--- src/rtl/fifo_rd_stage.sv ---
// FIFO read stage: burst reads into a 2-entry skid buffer with valid/ready out.
// Optional RD_STAGE_PARITY_EN adds m_parity (XOR of m_data).
module fifo_rd_stage #(
  parameter int FIFO_WIDTH = 16,
  parameter int BURST_LEN  = 4
) (
  input  logic                  clk,
  input  logic                  rst_n,
  input  logic                  fifo_empty,
  input  logic [FIFO_WIDTH-1:0] fifo_data_out,
  output logic                  fifo_rd_en,
  output logic                  m_valid,
  input  logic                  m_ready,
  output logic [FIFO_WIDTH-1:0] m_data,
  output logic                  m_last
`ifdef RD_STAGE_PARITY_EN
  ,
  output logic                  m_parity
`endif
);

  localparam int CW = $clog2(BURST_LEN);
  localparam logic [CW-1:0] CNT_MAX = CW'(BURST_LEN - 1);

  localparam logic [1:0] IDLE  = 2'd0;
  localparam logic [1:0] BURST = 2'd1;
  localparam logic [1:0] DRAIN = 2'd2;

  logic [1:0]            state_q, state_d;
  logic [CW-1:0]         rd_cnt_q, rd_cnt_d;
  logic [1:0]            occ_q, occ_d;
  logic                  infl_q, infl_d;
  logic                  infl_last_q, infl_last_d;
  logic [FIFO_WIDTH-1:0] data0_q, data0_d;
  logic [FIFO_WIDTH-1:0] data1_q, data1_d;
  logic                  last0_q, last0_d;
  logic                  last1_q, last1_d;

  logic pop;
  logic room;
  logic at_max;

  assign m_valid = (occ_q != 2'd0);
  assign m_data  = data0_q;
  assign m_last  = m_valid & last0_q;
  assign pop     = m_valid & m_ready;
  assign at_max  = (rd_cnt_q == CNT_MAX);

  // Buffered plus in-flight words, less this cycle's pop, must stay below 2.
  assign room = ({1'b0, occ_q} + {2'b0, infl_q}) < (3'd2 + {2'b0, pop});

`ifdef RD_STAGE_PARITY_EN
  assign m_parity = ^m_data;
`endif

  always_comb begin
    state_d    = state_q;
    rd_cnt_d   = rd_cnt_q;
    fifo_rd_en = 1'b0;
    unique case (1'b1)
      (state_q == IDLE): begin
        if (!fifo_empty) state_d = BURST;
      end
      (state_q == BURST): begin
        fifo_rd_en = !fifo_empty && room;
        if (fifo_rd_en) begin
          if (at_max) begin
            rd_cnt_d = '0;
            state_d  = DRAIN;
          end else begin
            rd_cnt_d = rd_cnt_q + CW'(1);
          end
        end
      end
      (state_q == DRAIN): begin
        if (pop && m_last) state_d = IDLE;
      end
      default: state_d = IDLE;
    endcase
  end

  always_comb begin
    infl_d      = fifo_rd_en;
    infl_last_d = fifo_rd_en && at_max;
    occ_d       = occ_q;
    data0_d     = data0_q;
    data1_d     = data1_q;
    last0_d     = last0_q;
    last1_d     = last1_q;
    case ({infl_q, pop})
      2'b01: begin
        data0_d = data1_q;
        last0_d = last1_q;
        occ_d   = occ_q - 2'd1;
      end
      2'b10: begin
        if (occ_q == 2'd0) begin
          data0_d = fifo_data_out;
          last0_d = infl_last_q;
        end else begin
          data1_d = fifo_data_out;
          last1_d = infl_last_q;
        end
        occ_d = occ_q + 2'd1;
      end
      2'b11: begin
        if (occ_q == 2'd1) begin
          data0_d = fifo_data_out;
          last0_d = infl_last_q;
        end else begin
          data0_d = data1_q;
          last0_d = last1_q;
          data1_d = fifo_data_out;
          last1_d = infl_last_q;
        end
      end
      default: ;
    endcase
  end

  always_ff @(posedge clk or negedge rst_n) begin
    if (!rst_n) begin
      state_q     <= IDLE;
      rd_cnt_q    <= '0;
      occ_q       <= '0;
      infl_q      <= 1'b0;
      infl_last_q <= 1'b0;
      data0_q     <= '0;
      data1_q     <= '0;
      last0_q     <= 1'b0;
      last1_q     <= 1'b0;
    end else begin
      state_q     <= state_d;
      rd_cnt_q    <= rd_cnt_d;
      occ_q       <= occ_d;
      infl_q      <= infl_d;
      infl_last_q <= infl_last_d;
      data0_q     <= data0_d;
      data1_q     <= data1_d;
      last0_q     <= last0_d;
      last1_q     <= last1_d;
    end
  end

endmodule

--- config.mk ---
export PLATFORM = sky130hd
export DESIGN_NAME = fifo_rd_stage
export DESIGN_NICKNAME = d
export VERILOG_FILES = /design/src/rtl/fifo_rd_stage.sv
export SDC_FILE = /design/constraint.sdc
export NUM_CORES = 1
export LEC_CHECK = 0
export ABC_AREA = 1
export CAP_MARGIN = 20
export CELL_PAD_IN_SITES_DETAIL_PLACEMENT = 1
export CELL_PAD_IN_SITES_GLOBAL_PLACEMENT = 1
export CORE_MARGIN = 5
export CORE_UTILIZATION = 39
export CTS_CLUSTER_SIZE = 20
export DETAILED_ROUTE_END_ITERATION = 10
export PLACE_DENSITY = 0.8
export SLEW_MARGIN = 20
export SYNTH_ARGS = -nofsm -noshare
export SYNTH_HDL_FRONTEND = slang
export SYNTH_SLANG_ARGS = --single-unit
--- constraint.sdc ---
create_clock -name clk -period 1.93 [get_ports clk]
set_input_delay 0.386 -clock clk [delete_from_list [all_inputs] [get_ports clk]]
set_output_delay 0.386 -clock clk [all_outputs]
set_load 0.02 [all_outputs]
After elaboration in Yosys (flattened, before gate mapping)
Cells that the tools add are included.

RAM bits: 0. Memories: 0. Output and inout port bits: 19. Bits in registers: 42. Memory bits (read-only): 0. Bits of input ports: 20. Bits in latches: 0.

Bitwise operators: 2. Equal/unequal tests: 14. Add/subtract/negate cells: 5. Multipliers: 0. Div/mod/pow operators: 0. Reductions and logical operators: 14. Magnitude comparators: 1. Muxes and demuxes: 20. Shift operators: 0.

Operators by type and width (number): 2-to-1 mux 16 bit (4); case mux 16 bit (3 select lines) (1); case mux 16 bit (2 select lines) (1); 2-to-1 mux 2 bit (5); != test 2 bit, second input constant (5); equality test 2 bit, second input constant (4); equality test 2 x 1 -> 1 bit, second input constant (3); case mux 2 bit (3 select lines) (1); nonzero test 2 bit (3); 2-to-1 mux 1 bit (5); adder 2 x 1 -> 2 bit, second input constant (2); logical NOT 2 bit (2); != test 2 x 1 -> 1 bit, second input constant (2); case mux 2 bit (2 select lines) (1); AND reduction 2 bit (2); AND reduction 4 bit (1); adder 2 x 1 -> 3 bit (1); adder 2 x 1 -> 3 bit, first input constant (1); logical AND 1 bit (3); < comparator 3 bit (1); case mux 1 bit (3 select lines) (1); AND reduction 3 bit (1); nonzero test 3 bit (1); AND 1 bit (2); 3 further kinds (3).

Logic depth before layout (Yosys ltp)
Gate-level depths: netlist (run 1).

Depth after elaboration: 7. Depth in mapped cells: 13.

Worst setup path after synthesis (run 1)
Ideal clock, no wire load.

Path kind: flip-flop to flip-flop. Start point: register occ_q[0]. End point: register last1_q. Clock period less this slack: 1.845 ns. Setup time: 0.074 ns. Slack: 0.085 ns. Arrival time: 1.772 ns. Path buffers: 1. Stages on the path, launching flop included: 14. Cells stage by stage: dfrtp_1 inv_1 ha_1 inv_2 nand2_2 inv_1 ha_1 inv_2 nand2_2 o21ai_2 o21ai_4 buf_6 nand2_2 o21ai_2.

Cells in the longest elaborated chain, start to end: 5.

Ends and longest elaborated chain: start, declared (RTL line 31) `logic [1:0] occ_q, occ_d;`; start signal, assigned (RTL line 125) `occ_q <= '0;`; start signal, assigned (RTL line 135) `occ_q <= occ_d;`; nonzero test 2 bit * (RTL line 43) `assign m_valid = (occ_q != 2'd0);`; net m_valid (RTL line 12) `output logic m_valid,`; AND 1 bit * (RTL line 46) `assign pop = m_valid & m_ready;`; equality test 2 bit (RTL line 90) `case ({infl_q, pop})`; != test 2 bit (no source line) / nonzero test 2 bit (equally long branches); AND reduction 3 bit (no source line); end signal, assigned (RTL line 141) `last1_q <= last1_d;`; end, declared (RTL line 37) `logic last1_q, last1_d;`.

The timed path passes the listed nets; every way through them passes the cells marked *. A chain may end at the register's enable or synchronous reset.

Final worst setup path (run 1)
Start point: register occ_q[0]. End point: output port m_valid.

Cells in the longest elaborated chain, start to end: 1.

Ends and longest elaborated chain (RTL line): nonzero test 2 bit (43); end, declared (12).

Every way passes these cells.

==> flow_metrics.py, run 1 <==
metrics = {
    "status": {
        "status": "complete, no violations",
    },
    "worst_setup_path": {
        "crit_path_start": "occ_q[0]$_DFFE_PN0P_",
        "arrival_ps": 1500,
        "crit_path_start_kind": "flip-flop",
        "rr_startpoint": "occ_q[0]$_DFFE_PN0P_",
        "end_kind": "output port",
        "crit_required_ps": 1540,
        "crit_path_max_fanout": 3,
        "critPathKind": "reg2out",
    },
    "finish": {
        "fill_cells": 594,
        "drive_gt1_frac": 0.306,
        "instances_no_fill": 354,
        "antenna-diode-count": 0,
        "fin_util": 0.571,
        "nets": 310,
        "area_growth_pct": 42.6,
    },
    "logic_synthesis": {
        "synth_seq_cells": 42,
        "ys_seq_area_frac": 0.517,
        "synth_cell_types": 21,
        "synth_nets": 249,
        "syn_area_per_cell_sq_um": 9.16,
        "syn_area_sq_mm": 0.00203,
        "netlist_instances": 222,
        "yosys_warnings": 0,
    },
    "floorplan": {
        "die_w_um": 82.2,
        "dieArea_sq_mm": 0.00676,
        "boundaryPins": 39,
        "rows": 26,
        "initial_core_util": 0.401,
        "die_y_um": 82.2,
        "core_region_area_sq_mm": 0.00507,
    },
    "job": {
        "max_cap_viol_count": 0,
    },
    "sta": {
        "clock.fmax_ghz": 0.532,
        "hold_viol": 0,
        "hold_slack_ps": 55.3,
        "setup_violations": 0,
        "finalMaxSlewViolations": 0,
        "relSlewSlack": 0.654,
        "tightest_slew_ps": 518,
        "layout_min_cycle_time_ps": 1880,
        "fin_crit_sh": 0.975,
        "finalClockSkew_ps": 5.72,
    },
    "placed_design": {
        "gp_congestion": 0.722,
        "port_buffers": 38,
        "dp_hpwl_um": 3460,
        "post-place-cells": 338,
    },
    "clock_network": {
        "cts_tree": "built",
        "cts-root-buf": "clkbuf_8",
        "cts_buffers": 5,
        "cts-htree-levels": 2,
        "cts_hold_buf": 0,
        "clockBufferDepth": 2,
        "path_clk_slew_ps": 80,
        "cts_sinks": 42,
        "clock_latency_ps": 290,
    },
    "routing": {
        "vias": 1756,
        "dr.pass1.iters": 4,
        "wire_per_inst_um": 16.1,
        "drc": 0,
        "wl_um": 5700,
        "drtIter0Drc": 47,
        "ant_nets": 0,
        "viasPerCell": 4.96,
    },
    "power": {
        "peakVddDrop_mv": 0.715,
        "p_leak_uw": 0.00133,
        "p_int_uw": 3010,
        "finalPower_uw": 5260,
        "power_frac_clock": 0.111,
        "power.density_mw_per_mm2": 1820,
        "p_seq_frac": 0.306,
        "combPwrFrac": 0.584,
        "p_switching_uw": 2250,
        "p_sw_frac": 0.428,
    },
    "global_route": {
        "grt_pass1_vias": 1937,
        "gr-total-overflow": 0,
        "grt_pass1_wl_um": 9200,
        "grt_max_degree": 35,
        "grt_usage": 0.179,
        "antenna_found_initial": 0,
    },
    "worst_hold_path": {
        "hold_class": "in2async",
    },
}
## registers in the layout (all words and copies together), names as in the netlist
| name | count |
|---|---|
| last1_q | 1 |
| state_q | 2 |
| rd_cnt_q | 2 |
| m_data | 16 |
| last0_q | 1 |
| data1_q | 16 |
| occ_q | 2 |
| infl_q | 1 |
| infl_last_q | 1 |
## cells in the mapped netlist
library cell  instances  area [sq um]
buf_1                 1          3.75
xor2_1                1          8.76
o21ai_2              18           158
buf_4                 2          15.0
buf_6                 3          33.8
or2_2                 1          6.26
inv_1                26          97.6
nand2_2               8          50.1
nand3_1              19          95.1
inv_2                 3          11.3
o21ai_0               3          15.0
a31oi_1              17           106
o21ai_4               1          16.3
buf_2                 3          15.0
o211ai_1              1          7.51
ha_1                  7          87.6
nor2_1               23          86.3
a21oi_1               2          10.0
dfrtp_1              42          1050
nand2_1              40           150
xnor2_1               1          8.76
## stage by stage
stage	cell area (sq um)	setup WS (ps)	TNS (ps)
4_1_cts	2820	2.45	0
2_1_floorplan	2030	84.5	0
3_3_place_gp	2590	-284	-2490
6_report	2900	48.6	0
5_1_grt	2900	-65.7	-829
3_5_place_dp	2590	-315	-5150
## worst max-delay path: stages (launching register included)
cell and delay [ps]:
dfrtp_1 420, inv_2 80, ha_4 170, inv_2 70, buf_6 120, dlygate4sd2_1 340
## final cells by class
cell class	count	area (sq um)	share of cell area
sequential	42	1050	0.363
clock buffer	7	86.3	0.0298
tap	70	87.6	0.0302
clock inverter	1	5.00	0.00173
inverter	29	114	0.0393
multi-input combinational	142	957	0.330
timing repair buffer	63	598	0.206
## repair_timing
item | in CTS | in global routing
pin swaps | 2 | 8
buffers inserted | 3 | 6
gates resized for setup | 26 | 27
setup endpoints to repair | 30 | 36
gates cloned | 2 | 0
## per-layer routing
| layer | up-vias | part of all wire | GRT usage |
|---|---|---|---|
| li1 | 836 | - | - |
| met4 | 0 | 0.017 | 0.0598 |
| met2 | 35 | 0.52 | 0.314 |
| met1 | 877 | 0.42 | 0.215 |
| met5 | - | 0 | 0 |
| met3 | 8 | 0.048 | 0.0390 |
## path summary, 6_finish.rpt
path / end / depth (start not counted) / slack, ps
worst max-delay path: m_valid / 5 / 50
worst min-delay path: m_data[10]$_DFFE_PN0P_ / 1 / 60
worst max register to register: data1_q[3]$_DFFE_PN0P_ / 13 / 70
worst min register to register: data1_q[3]$_DFFE_PN0P_ / 2 / 500
max in group asynchronous: infl_q$_DFF_PN0_ / 2 / 1360
min in group clk: data1_q[3]$_DFFE_PN0P_ / 2 / 500
## cell families after synthesis
logic type	Yosys count	share of synthesized area
buffers and inverters	38	0.0868
adder cells (fa/ha/maj)	7	0.0431
flip-flops	42	0.517
AND/OR/NAND/NOR	91	0.191
AO/OA/AOI/OAI	42	0.154
XOR/XNOR	2	0.00862
## power groups by stage
stage | Clock (uW) | Combinational, uW | Sequential, uW
6_report | 583 | 3070 | 1610
5_1_grt | 640 | 3380 | 1670
3_5_place_dp | 0 | 2620 | 1580
3_3_place_gp | 0 | 2520 | 1550
4_1_cts | 606 | 2930 | 1570
2_1_floorplan | 0 | 1440 | 1750
## layout by cell type (no fill, tap or decap)
| master | count |
|---|---|
| dfrtp_1 | 42 |
| clkdlybuf4s50_1 | 34 |
| nand2_1 | 32 |
| nor2_1 | 22 |
| inv_1 | 21 |
| buf_4 | 19 |
| o21ai_2 | 17 |
| nand3_1 | 17 |
| a31oi_1 | 17 |
| nand2_2 | 9 |
| inv_2 | 6 |
| nand2_4 | 6 |
| clkbuf_8 | 6 |
| ha_4 | 5 |
| buf_6 | 5 |
| o21ai_0 | 3 |
| inv_4 | 2 |
| nand3_2 | 2 |
| o21ai_4 | 2 |
| a21oi_1 | 2 |
| ha_1 | 2 |
| buf_12 | 2 |
| nand2_8 | 1 |
| nor2_4 | 1 |
| or2_2 | 1 |
| xnor2_1 | 1 |
| o211ai_1 | 1 |
| xor2_1 | 1 |
| clkinv_2 | 1 |
| clkbuf_1 | 1 |
| buf_2 | 1 |
| clkbuf_2 | 1 |
| dlygate4sd2_1 | 1 |
Note: power is estimated with default switching activity, not from simulation.
==> inputs of run 2 (changes only) <==
--- a/config.mk
+++ b/config.mk
@@ -14,6 +14,7 @@
 export CTS_CLUSTER_SIZE = 20
 export DETAILED_ROUTE_END_ITERATION = 10
 export PLACE_DENSITY = 0.8
+export REMOVE_ABC_BUFFERS = 1
 export SLEW_MARGIN = 20
 export SYNTH_ARGS = -nofsm -noshare
 export SYNTH_HDL_FRONTEND = slang
==> flow_metrics.py, run 2 (synthesized netlist as in run 1, its figures left out) <==
metrics = {
    "status": {
        "status": "complete, but fails checks",
        "violations": "negative setup slack",
    },
    "clock_network": {
        "cts_buffers": 5,
        "cts_tree": "built",
        "path_clk_slew_ps": 80,
        "cts_sinks": 42,
        "clock_latency_ps": 290,
        "cts_hold_buf": 0,
        "cts-root-buf": "clkbuf_8",
        "cts-htree-levels": 2,
        "clockBufferDepth": 2,
    },
    "sta": {
        "clock.fmax_ghz": 0.511,
        "setup_violations": 13,
        "fin_ws_ps": -28.3,
        "finalClockSkew_ps": 8.57,
        "finalMaxSlewViolations": 0,
        "relSlewSlack": 0.645,
        "tightest_slew_ps": 532,
        "fin_crit_sh": 1.01,
        "layout_min_cycle_time_ps": 1960,
        "hold_viol": 0,
    },
    "worst_setup_path": {
        "reg2reg_depth": 14,
        "crit_path_start_kind": "flip-flop",
        "crit_path_max_fanout": 19,
        "critPathBufInv": 6,
        "rr_endpoint": "data1_q[2]$_DFFE_PN0P_",
        "crit_required_ps": 2120,
        "end_kind": "flip-flop",
        "slowest_delay_ps": 390,
        "ff2ff_setup_slack_ps": -30,
        "slowest_stage": "dfrtp_1",
        "critPathTopFamily": "buffers and inverters",
        "critPathKind": "reg2reg",
        "path_cells": "inv_1, ha_2, inv_2, buf_6, nand2_4, inv_1, ha_2, inv_2, nand2_2, o21ai_2, o21ai_4, buf_12, nand2_1, o21ai_2",
        "arrival_ps": 2150,
        "rr_startpoint": "occ_q[1]$_DFFE_PN0P_",
        "crit_path_start": "occ_q[1]$_DFFE_PN0P_",
    },
    "finish": {
        "drive_gt1_frac": 0.288,
        "final_cell_mix": "42 x dfrtp_1, 39 x nand2_1, 34 x clkdlybuf4s50_1, 24 x inv_1, 22 x nor2_1",
        "multi_input_area_sq_um": 875,
        "seq_area_sq_mm": 0.00105,
        "layout_commonest_cell": "dfrtp_1",
        "fin_util": 0.571,
        "instances_no_fill": 358,
        "area_growth_pct": 42.4,
        "nets": 315,
        "antenna-diode-count": 0,
        "fill_cells": 585,
    },
    "power": {
        "power.density_mw_per_mm2": 1810,
        "finalPower_uw": 5230,
        "p_leak_uw": 0.00137,
        "peakVddDrop_mv": 0.700,
    },
    "placed_design": {
        "port_buffers": 38,
        "post-place-cells": 344,
        "gp_congestion": 0.727,
        "dp_hpwl_um": 3600,
    },
    "floorplan": {
        "initial_core_util": 0.401,
        "boundaryPins": 39,
        "die_w_um": 82.2,
        "dieArea_sq_mm": 0.00676,
        "rows": 26,
        "core_region_area_sq_mm": 0.00507,
        "die_y_um": 82.2,
    },
    "routing": {
        "drtIter0Drc": 75,
        "wl_um": 5240,
        "dr.pass1.iters": 4,
        "drc": 0,
        "vias": 1728,
        "ant_nets": 0,
        "viasPerCell": 4.83,
        "wire_per_inst_um": 14.6,
    },
    "global_route": {
        "grt_usage": 0.163,
        "grt_max_degree": 35,
        "gr-total-overflow": 0,
        "grt_pass1_vias": 1824,
        "antenna_found_initial": 0,
        "grt_pass1_wl_um": 8300,
    },
    "worst_hold_path": {
        "hold_class": "in2async",
    },
    "job": {
        "max_cap_viol_count": 0,
    },
}
## run 2: what timing repair did
| action | in CTS | in global routing |
|---|---|---|
| resized for setup | 16 | 16 |
| hold endpoints to repair | 0 | 0 |
| pin swaps | 0 | 4 |
| setup buffers | 3 | 4 |
| cloned | 0 | 0 |
| setup endpoints to repair | 32 | 36 |
## run 2: final cells by class
type                       instances  share of cell area
sequential                        42               0.363
multi-input combinational        142               0.302
timing repair buffer              68               0.228
inverter                          29              0.0376
tap                               70              0.0303
clock buffer                       6              0.0285
clock inverter                     1              0.0104
## run 2: worst max-delay path by stage
stage,endpoint,slack [ps],cells past startpoint
after floorplan,data1_q[0]$_DFFE_PN0P_,-190,9
after global placement,fifo_rd_en,-270,6
after detailed placement,fifo_rd_en,-310,6
after CTS,data1_q[2]$_DFFE_PN0P_,0.07,14
after global routing,data1_q[13]$_DFFE_PN0P_,-120,14
final,data1_q[2]$_DFFE_PN0P_,-30,14
## run 2: report_power, final
part           switching, uW  internal, uW
logic                   1550          1410
clock network            292           414
registers                247          1320
## run 2: routing by layer
| layer | track usage | part of all wire | up-vias |
|---|---|---|---|
| met5 | 0 | 0 | - |
| met4 | 0.0548 | 0.020 | 0 |
| met3 | 0.0401 | 0.035 | 11 |
| met2 | 0.283 | 0.53 | 34 |
| met1 | 0.195 | 0.42 | 832 |
| li1 | - | - | 851 |
## run 2: stage by stage
stage	hold slack [ps]	instance area (sq um)	setup TNS, ps	setup WS [ps]
after floorplan	90.4	1970	-3040	-189
after detailed placement	396	2640	-3190	-309
after global routing	105	2900	-2150	-117
final	68.0	2900	-180	-28.3
after global placement	392	2640	-1330	-266
after CTS	74.8	2790	0	0.0702
==> inputs of run 3 (changes only) <==
--- a/config.mk
+++ b/config.mk
@@ -13,6 +13,7 @@
 export CORE_UTILIZATION = 39
 export CTS_CLUSTER_SIZE = 20
 export DETAILED_ROUTE_END_ITERATION = 10
+export GPL_TIMING_DRIVEN = 0
 export PLACE_DENSITY = 0.8
 export REMOVE_ABC_BUFFERS = 1
 export SLEW_MARGIN = 20
==> flow_metrics.py, run 3 (synthesized netlist as in run 1, its figures left out) <==
metrics = {
    "worst_setup_path": {
        "arrival_ps": 2150,
        "end_kind": "flip-flop",
        "ff2ff_setup_slack_ps": -40,
        "crit_required_ps": 2120,
        "crit_path_start_kind": "flip-flop",
        "crit_path_max_fanout": 7,
        "reg2reg_depth": 12,
        "critPathKind": "reg2reg",
    },
    "routing": {
        "wl_um": 5830,
        "drtIter0Drc": 76,
        "viasPerCell": 5.07,
        "drt-met1-wl_um": 2530,
        "wire_per_inst_um": 16.9,
        "highest_layer": "met4",
        "vias": 1744,
        "routed-wl-met3_um": 149,
        "ant_nets": 0,
        "drc": 0,
        "dr.pass1.iters": 4,
        "met2_length_um": 3040,
    },
    "floorplan": {
        "core_region_area_sq_mm": 0.00507,
        "rows": 26,
        "die_w_um": 82.2,
        "initial_core_util": 0.401,
        "boundaryPins": 39,
        "die_y_um": 82.2,
        "dieArea_sq_mm": 0.00676,
    },
    "power": {
        "power.density_mw_per_mm2": 1830,
        "finalPower_uw": 5130,
        "peakVddDrop_mv": 0.610,
        "p_leak_uw": 0.00127,
    },
    "status": {
        "status": "complete, but fails checks",
        "violations": "negative setup slack",
    },
    "finish": {
        "instances_no_fill": 344,
        "antenna-diode-count": 0,
        "drive_gt1_frac": 0.248,
        "fin_area_sq_mm": 0.00280,
        "layout_commonest_cell": "dfrtp_1",
        "area_growth_pct": 37.8,
        "nets": 300,
        "final_cell_mix": "40 x dfrtp_1, 39 x nand2_1, 34 x clkdlybuf4s50_1, 22 x inv_1, 22 x nor2_1",
    },
    "placed_design": {
        "post-place-cells": 322,
        "port_buffers": 38,
        "gp_congestion": 0.759,
        "place_area_sq_mm": 0.00245,
        "dp_hpwl_um": 3210,
    },
    "global_route": {
        "antenna_found_initial": 0,
        "gr-total-overflow": 0,
        "grt_usage": 0.171,
        "grt_pass1_vias": 1770,
        "grt_pass1_wl_um": 8750,
        "grt_max_degree": 35,
    },
    "sta": {
        "relSlewSlack": 0.576,
        "tightest_slew_ps": 633,
        "rsz0062_at_grt": "true",
        "setup_tns_ps": -52.5,
        "fin_ws_ps": -36.1,
        "finalMaxSlewViolations": 0,
        "fin_crit_sh": 1.02,
        "setup_violations": 2,
        "finalClockSkew_ps": 7.71,
        "hold_viol": 0,
        "clock.fmax_ghz": 0.509,
        "layout_min_cycle_time_ps": 1970,
    },
    "clock_network": {
        "cts-root-buf": "clkbuf_8",
        "cts_tree": "built",
        "cts_sinks": 42,
        "clockBufferDepth": 2,
        "cts_buffers": 5,
        "cts-htree-levels": 2,
        "clock_latency_ps": 300,
        "path_clk_slew_ps": 80,
    },
    "worst_hold_path": {
        "hold_depth": 2,
        "hold_class": "reg2reg",
    },
    "job": {
        "max_cap_viol_count": 0,
    },
}
## run 3: changes by cell type in the layout (fill, tap and decap cells not counted), moves of 3 or more
cell / before / now
nand3_2: 3 / 0
buf_4: 21 / 10
o21ai_4: 1 / 4
ha_4: 1 / 4
buf_6: 7 / 1
ha_2: 4 / 1
## run 3: critical path, stage by stage (launching register included)
cell,delay [ps]
dfrtp_2,430
inv_2,70
ha_4,180
inv_4,70
nand2_4,70
inv_2,70
ha_4,150
inv_2,90
o21ai_4,290
o21ai_4,100
buf_4,180
nand2_1,100
o21ai_2,60
## run 3: what timing repair did
action	in CTS	in global routing
hold buffers	1	0
pin swaps	3	4
endpoints found under the setup margin	37	35
setup buffers	6	5
gates cloned	2	0
endpoints found under the hold margin	12	0
resized for setup	23	14
## run 3: metrics by stage
stage           util  hold WS (ps)  setup WS [ps]
3_5_place_dp   0.482           308           -574
5_1_grt        0.552           513           -107
6_report       0.552           488          -36.1
2_1_floorplan      -          90.4           -189
3_3_place_gp   0.480           466           -673
4_1_cts        0.531           492          -73.7
## run 3: path summary, 6_finish.rpt
path | start | end
max in group asynchronous | rst_n | last1_q$_DFFE_PN0P_
min in group asynchronous | rst_n | m_data[1]$_DFFE_PN0P_
worst min-delay path | data1_q[0]$_DFFE_PN0P_ | data1_q[0]$_DFFE_PN0P_
worst max register to register | occ_q[0]$_DFFE_PN0P_ | data1_q[7]$_DFFE_PN0P_
worst max-delay path | occ_q[0]$_DFFE_PN0P_ | data1_q[7]$_DFFE_PN0P_
worst min register to register | data1_q[0]$_DFFE_PN0P_ | data1_q[0]$_DFFE_PN0P_
## run 3: layout make-up
class                      instances  area, sq um
clock buffer                       7         86.3
clock inverter                     1         5.00
fill                             591         2270
inverter                          29          111
multi-input combinational        144          958
sequential                        42         1050
tap                               70         87.6
timing repair buffer              51          499
## run 3: power by group
group	total, uW	internal [uW]	leakage [uW]	switching [uW]
Combinational	2950	1270	0.000717	1670
Sequential	1600	1320	0.000505	276
Clock	589	289	0.0000482	300
## run 3: per-layer routing
| metal | up-vias | track usage |
|---|---|---|
| li1 | 827 | - |
| met1 | 871 | 0.221 |
| met2 | 35 | 0.287 |
| met3 | 11 | 0.0282 |
| met4 | 0 | 0.0648 |
| met5 | - | 0 |
